[src/rtl/d_e_if.sv]
// D->E pipeline register bundle: D-stage inputs, hazard controls and E-stage outputs.
// slave  : the pipeline register itself (d_e_reg)
// master : the surrounding core (D stage and hazard unit drive, E stage reads)
interface d_e_if;
  logic        stall_E;
  logic        flush_E;
  logic [31:0] Instr_D;
  logic [31:0] PC_D;
  logic [31:0] RD1_D;
  logic [31:0] RD2_D;
  logic [31:0] EXT_D;
  logic [4:0]  A3_D;
  logic [31:0] Instr_E;
  logic [31:0] PC_E;
  logic [31:0] RD1_E;
  logic [31:0] RD2_E;
  logic [31:0] EXT_E;
  logic [4:0]  A3_E;
  logic        valid_E;
  logic [31:0] bubble_cnt;

  modport slave (
    input  stall_E, flush_E, Instr_D, PC_D, RD1_D, RD2_D, EXT_D, A3_D,
    output Instr_E, PC_E, RD1_E, RD2_E, EXT_E, A3_E, valid_E, bubble_cnt
  );

  modport master (
    output stall_E, flush_E, Instr_D, PC_D, RD1_D, RD2_D, EXT_D, A3_D,
    input  Instr_E, PC_E, RD1_E, RD2_E, EXT_E, A3_E, valid_E, bubble_cnt
  );
endinterface

[src/rtl/d_e_reg.sv]
// D->E pipeline register of the five-stage MIPS core.
// Captures instruction, PC, operands, immediate and destination from D every
// rising edge; supports hold (stall_E) and bubble insertion (flush_E).
// Edge priority: reset > flush_E > stall_E > load.
// Optional feature macro: BUBBLE_CNT_EN -- adds a 32-bit saturating counter of
// inserted bubbles on bubble_cnt; when undefined bubble_cnt is tied to zero.
module d_e_reg #(
  parameter logic [31:0] RESET_PC = 32'h0000_3000
) (
  input logic   clk,
  input logic   reset,
  d_e_if.slave  bus
);

  logic [31:0] instr_r;
  logic [31:0] pc_r;
  logic [31:0] rd1_r;
  logic [31:0] rd2_r;
  logic [31:0] ext_r;
  logic [4:0]  a3_r;
  logic        valid_r;

  // Pipeline register: a bubble is an all-zero instruction with A3=0 so E never writes a register.
  always_ff @(posedge clk or posedge reset) begin
    if (reset) begin
      instr_r <= 32'h0000_0000;
      pc_r    <= RESET_PC;
      rd1_r   <= 32'h0000_0000;
      rd2_r   <= 32'h0000_0000;
      ext_r   <= 32'h0000_0000;
      a3_r    <= 5'd0;
      valid_r <= 1'b0;
    end else if (bus.flush_E) begin
      instr_r <= 32'h0000_0000;
      pc_r    <= RESET_PC;
      rd1_r   <= 32'h0000_0000;
      rd2_r   <= 32'h0000_0000;
      ext_r   <= 32'h0000_0000;
      a3_r    <= 5'd0;
      valid_r <= 1'b0;
    end else if (bus.stall_E) begin
      instr_r <= instr_r;
      pc_r    <= pc_r;
      rd1_r   <= rd1_r;
      rd2_r   <= rd2_r;
      ext_r   <= ext_r;
      a3_r    <= a3_r;
      valid_r <= valid_r;
    end else begin
      instr_r <= bus.Instr_D;
      pc_r    <= bus.PC_D;
      rd1_r   <= bus.RD1_D;
      rd2_r   <= bus.RD2_D;
      ext_r   <= bus.EXT_D;
      a3_r    <= bus.A3_D;
      // An all-zero word is the nop used for bubbles, so it never counts as real work.
      valid_r <= (bus.Instr_D != 32'h0000_0000);
    end
  end

  assign bus.Instr_E = instr_r;
  assign bus.PC_E    = pc_r;
  assign bus.RD1_E   = rd1_r;
  assign bus.RD2_E   = rd2_r;
  assign bus.EXT_E   = ext_r;
  assign bus.A3_E    = a3_r;
  assign bus.valid_E = valid_r;

`ifdef BUBBLE_CNT_EN
  logic [31:0] bubble_cnt_r;

  // Saturating bubble counter: counts every flush edge (flush beats stall) and sticks at all-ones.
  always_ff @(posedge clk or posedge reset) begin
    if (reset) begin
      bubble_cnt_r <= 32'h0000_0000;
    end else if (bus.flush_E && (bubble_cnt_r != 32'hFFFF_FFFF)) begin
      bubble_cnt_r <= bubble_cnt_r + 32'h0000_0001;
    end else begin
      bubble_cnt_r <= bubble_cnt_r;
    end
  end

  assign bus.bubble_cnt = bubble_cnt_r;
`else
  assign bus.bubble_cnt = 32'h0000_0000;
`endif

endmodule
[src/flat_wrapper.sv]
// flat-port wrapper written by rule: the top's interface ports become plain ports
module d_e_reg_flat 
#(
  parameter logic [31:0] RESET_PC = 32'h0000_3000
)
  (clk, reset, bus_stall_E, bus_flush_E, bus_Instr_D, bus_PC_D, bus_RD1_D, bus_RD2_D, bus_EXT_D, bus_A3_D, bus_Instr_E, bus_PC_E, bus_RD1_E, bus_RD2_E, bus_EXT_E, bus_A3_E, bus_valid_E, bus_bubble_cnt);
  d_e_if bus_i ();
  input logic clk;
  input logic reset;
  input wire logic [$bits(bus_i.stall_E)-1:0] bus_stall_E;
  input wire logic [$bits(bus_i.flush_E)-1:0] bus_flush_E;
  input wire logic [$bits(bus_i.Instr_D)-1:0] bus_Instr_D;
  input wire logic [$bits(bus_i.PC_D)-1:0] bus_PC_D;
  input wire logic [$bits(bus_i.RD1_D)-1:0] bus_RD1_D;
  input wire logic [$bits(bus_i.RD2_D)-1:0] bus_RD2_D;
  input wire logic [$bits(bus_i.EXT_D)-1:0] bus_EXT_D;
  input wire logic [$bits(bus_i.A3_D)-1:0] bus_A3_D;
  output wire logic [$bits(bus_i.Instr_E)-1:0] bus_Instr_E;
  output wire logic [$bits(bus_i.PC_E)-1:0] bus_PC_E;
  output wire logic [$bits(bus_i.RD1_E)-1:0] bus_RD1_E;
  output wire logic [$bits(bus_i.RD2_E)-1:0] bus_RD2_E;
  output wire logic [$bits(bus_i.EXT_E)-1:0] bus_EXT_E;
  output wire logic [$bits(bus_i.A3_E)-1:0] bus_A3_E;
  output wire logic [$bits(bus_i.valid_E)-1:0] bus_valid_E;
  output wire logic [$bits(bus_i.bubble_cnt)-1:0] bus_bubble_cnt;
  assign bus_i.stall_E = bus_stall_E;
  assign bus_i.flush_E = bus_flush_E;
  assign bus_i.Instr_D = bus_Instr_D;
  assign bus_i.PC_D = bus_PC_D;
  assign bus_i.RD1_D = bus_RD1_D;
  assign bus_i.RD2_D = bus_RD2_D;
  assign bus_i.EXT_D = bus_EXT_D;
  assign bus_i.A3_D = bus_A3_D;
  assign bus_Instr_E = bus_i.Instr_E;
  assign bus_PC_E = bus_i.PC_E;
  assign bus_RD1_E = bus_i.RD1_E;
  assign bus_RD2_E = bus_i.RD2_E;
  assign bus_EXT_E = bus_i.EXT_E;
  assign bus_A3_E = bus_i.A3_E;
  assign bus_valid_E = bus_i.valid_E;
  assign bus_bubble_cnt = bus_i.bubble_cnt;
  d_e_reg #(.RESET_PC(RESET_PC)) u_core (.clk(clk), .reset(reset), .bus(bus_i));
endmodule
[config.mk]
export PLATFORM = sky130hd
export DESIGN_NAME = d_e_reg_flat
export DESIGN_NICKNAME = d
export VERILOG_FILES = /design/src/rtl/d_e_if.sv /design/src/rtl/d_e_reg.sv /design/src/flat_wrapper.sv
export SDC_FILE = /design/constraint.sdc
export NUM_CORES = 1
export LEC_CHECK = 0
export ABC_AREA = 0
export BUFFER_PORTS_ARGS = -buffer_cell sky130_fd_sc_hd__buf_2
export CAP_MARGIN = 25
export CORE_MARGIN = 8
export CORE_UTILIZATION = 23
export DETAILED_ROUTE_END_ITERATION = 8
export HOLD_SLACK_MARGIN = 0.15
export PLACE_DENSITY = 0.5
export SLEW_MARGIN = 20
export SYNTH_ARGS = -nofsm -noshare
export SYNTH_HDL_FRONTEND = slang
export SYNTH_SLANG_ARGS = --single-unit
[constraint.sdc]
create_clock -name clk -period 11.99 [get_ports clk]
set_input_delay 2.398 -clock clk [delete_from_list [all_inputs] [get_ports clk]]
set_output_delay 2.398 -clock clk [all_outputs]
set_load 0.03 [all_outputs]
==> results <==
- The flow ran to the end, and the final reports show no timing, DRC or antenna violations.
- The number of rows created at floorplan is 64.
- No sink is reached through more buffers than the 2 on the longest clock path.
- The top cell type by area accounts for ~58% of the synthesized area.
- The minimum period implied by the final worst setup slack is around 3800 ps.
- The final weighted congestion in routability-driven placement is roughly 0.7.
- Dividing the detail-routed via count by the number of cells gives between 3 and 4.
- In the synthesized netlist the dominant register cell turns out to be dfrtp_1.
- The number of cells on the worst reg-to-reg path is 3.
- Of all nets on the critical path, the largest fanout is 60.
- Input and output buffers added on the ports amount to 334.
- The share of layout cells above drive strength 1 is between 40% and 50%.
- The count of warnings emitted by yosys is 0.
- The worst setup path is launched from an input pin.
- In this run the register-to-register setup slack is 11,240 ps.
- During I/O placement, the number of pins put on the boundary was between 300 and 400.
- The top cell types in the final layout, fill and taps aside, are buf_2, nor2_1, dfrtp_1.
- The highest achievable clock rate is approximately 260 MHz.
- The buffer count from post-CTS setup fixing is 0.
- At the later pin of the worst-skew pair, clock insertion delay measures 420 ps.
- The sequential-to-total area share from yosys stat is about three fifths.
- Detailed placement ended at an HPWL of between 15 and 20 mm.
- The mean cell area of the mapped netlist is ~12 µm².
- The number of flops mapped to enable cells by yosys is 0.
- Power spread over the standard cell area amounts to between 100 and 150 nW/µm².
- The post-route antenna net violation count is 0.
- By area the synthesized netlist is led by dfrtp_1, mux2i_1, nor2_1, buf_4, buf_6.
- The post-synthesis async set-or-reset flop share is between 90% and 100%.
- Setup violations remaining at the end of the flow were counted as 0.
- The endpoint of the worst register-to-register path is u_core.bus.valid_E.
- The total iterations of the first detailed-routing run is 4.
- The smallest hold slack is just over 500 ps.
- The critical path required time is 12,270 ps.
- The number of nets at the end of the flow is around 1,100.
- The max-slew violation count is 0.
- The clock tree skew after final layout is 0 ps.
- For this run the aggregate overflow at the end of global routing stands at 0.
- After clock tree synthesis, the repair step resized 0 gates.
- Setup repair after global routing left no endpoint under its margin.
- The final instance area is 9480 µm².
- In this run, distinct cell masters in the synthesized netlist total 21.
- The post-detailed-placement cell area is between 8000 and 9000 µm².
- Detailed routing inserted a total of a little over 5,000 vias.
- The detailed router finished its first iteration with between 200 and 250 violations.
- The kind of end point of the critical path is a flop.
- The worst-case headroom to the max-slew limit is around a third.
- Buffers inserted to repair hold after CTS numbered 0.
- The cell with the biggest individual delay on the critical path is buf_4.
- The commonest non-fill, non-tap cell in the layout is buf_2.
- For this configuration, the core starts out at a cell density of approximately 23%.
- The aggregate negative setup slack is 0 ps.
- The initial antenna violation count was 0.
- The die outline width is ~190 µm.
- The layout-stage area growth over the synthesis result is 34.6%.
- The total of fill cells in the finished design is between 3,000 and 4,000.
- The worst-case IR drop observed on VDD is slightly below 0.08 mV.
- The post-route fraction of the period consumed by the critical path is 32.0%.
- The worst hold path stage count is 2.
- The largest single stage delay on the critical path is around 810 ps.
- Entering global routing, the biggest net connects 100 pins.
- After clock tree synthesis, the clock-pin slew on the worst setup and hold paths is 70 ps.
- TritonCTS built the clock tree.
- For hold timing, the worst endpoint is u_core.bus.Instr_E[29].
- The number of instances in the synthesized netlist is between 500 and 600.
- The area of the core is 30,300 µm².
- The die outline area is roughly 36,000 µm².
- The number of global-route vias before repair was ~5,600.
- CTS built an H-tree with a depth of 4.
- The path type of the worst setup path is in2reg.
- The largest area contributor in the netlist is dfrtp_1.
- The count of max-cap constraint violations is 0.
- The y dimension of the die is about 190 µm.
- The sum of routed wire length over all layers is about 22 mm.
- The total routing resource utilization after global routing is between 10% and 20%.
- The origin of the critical flop-to-flop path is u_core.bus.valid_E.
- The post-placement worst setup slack is approximately 7700 ps.
- The startpoint identified for the worst hold timing path is u_core.bus.Instr_E[29].
- For this design, the sink count on the clock tree is between 150 and 200.
- The cell area that synthesis handed to floorplanning was 7040 µm².
- The class of the worst hold path is reg2reg.
- The global-route wire length before repair is 32.5 mm.
- The total CTS buffers is 17.
- The worst path meets setup with about 8200 ps of slack.
- Clock tree synthesis selected as its root buffer the cell clkbuf_16.
- STA puts the critical path data arrival time at 4120 ps.
- The final count of hold timing violations is 0.
- The leakage power of the design is roughly 5.4 nW.
- 0 antenna diodes ended up in the layout.
- Synthesis inferred ~170 register bits.
- Walking the worst path, the cells encountered are buf_8 > buf_4 > mux2i_1 > nor2_1.
- The post-route DRC violation count is 0.
- The wire length per cell is between 15 and 20 µm.
- For the pin with the worst max-slew slack, the measured transition is 1010 ps.
how the worst max path moves through the flow:
| stage | startpoint | end | slack [ps] | cells after the start |
|---|---|---|---|---|
| after floorplan | reset | u_core.bus.A3_E[0] | 5110 | 1 |
| after global placement | bus_flush_E | u_core.bus.RD2_E[10] | 7630 | 3 |
| after detailed placement | bus_stall_E | u_core.bus.RD1_E[21] | 7690 | 4 |
| after CTS | bus_stall_E | u_core.bus.RD2_E[3] | 8160 | 4 |
| after global routing | bus_stall_E | u_core.bus.RD2_E[5] | 8030 | 4 |
| final | bus_stall_E | u_core.bus.RD1_E[7] | 8150 | 4 |
final cells by class:
type | instances | area [µm²] | share of cell area, %
clock buffers | 22 | 464 | 4.90
multi-input cells | 376 | 2480 | 26.2
flip-flops and latches | 166 | 4160 | 43.8
well taps | 396 | 495 | 5.23
inverters | 2 | 12.5 | 0.132
clock inverters | 8 | 101 | 1.07
repair buffers | 340 | 1770 | 18.7
metal layers:
| layer | track usage (%) | up-vias | part of all wire [%] |
|---|---|---|---|
| li1 | - | 2504 | - |
| met5 | 0 | - | 0 |
| met2 | 18.9 | 184 | 50 |
| met3 | 3.61 | 13 | 7.3 |
| met4 | 3.67 | 0 | 1.2 |
| met1 | 13.8 | 2496 | 42 |
stage by stage:
step | cells | total power [mW] | util, %
detailed placement | 1279 | 0.860 | 29.3
global route | 1310 | 1.46 | 31.2
finish | 1310 | 1.39 | 31.2
CTS | 1309 | 1.42 | 31.1
global placement | 1278 | 0.858 | 29.2
floorplan | 613 | 0.783 | -
worst max-delay path, delay by kind of cell:
kind	cells	cell delay (ps)
buf+inv	2	1240
mux	1	280
simple gates	1	60
cells by family after synthesis:
logic type | Yosys count | synth area share (%)
simple gates | 177 | 9.91
flops | 166 | 59.0
mux | 163 | 23.2
buf+inv | 71 | 7.42
compound gates | 4 | 0.444
other cells | 1 | 0.0532
where the power goes:
group          leakage, nW  switching (mW)  internal (mW)
clock network        0.268           0.227          0.316
logic                 2.94           0.160         0.0776
registers             2.20          0.0162          0.592
flip-flops by register name, indices dropped and copies added (netlist names):
register and flops:
u_core.bus.EXT_E 32, u_core.bus.A3_E 5, u_core.bus.Instr_E 32, u_core.bus.PC_E 32, u_core.bus.valid_E 1, u_core.bus.RD2_E 32
u_core.bus.RD1_E 32
synth_stat cells, types with 2 or more instances:
cell,n
nor2b_1,2
clkbuf_1,12
buf_2,7
mux2i_1,163
nor4_1,6
dfstp_2,2
a211o_1,2
inv_1,2
buf_4,32
dfrtp_1,164
nor2_1,164
buf_6,17
(Power assumes the default switching activity.)
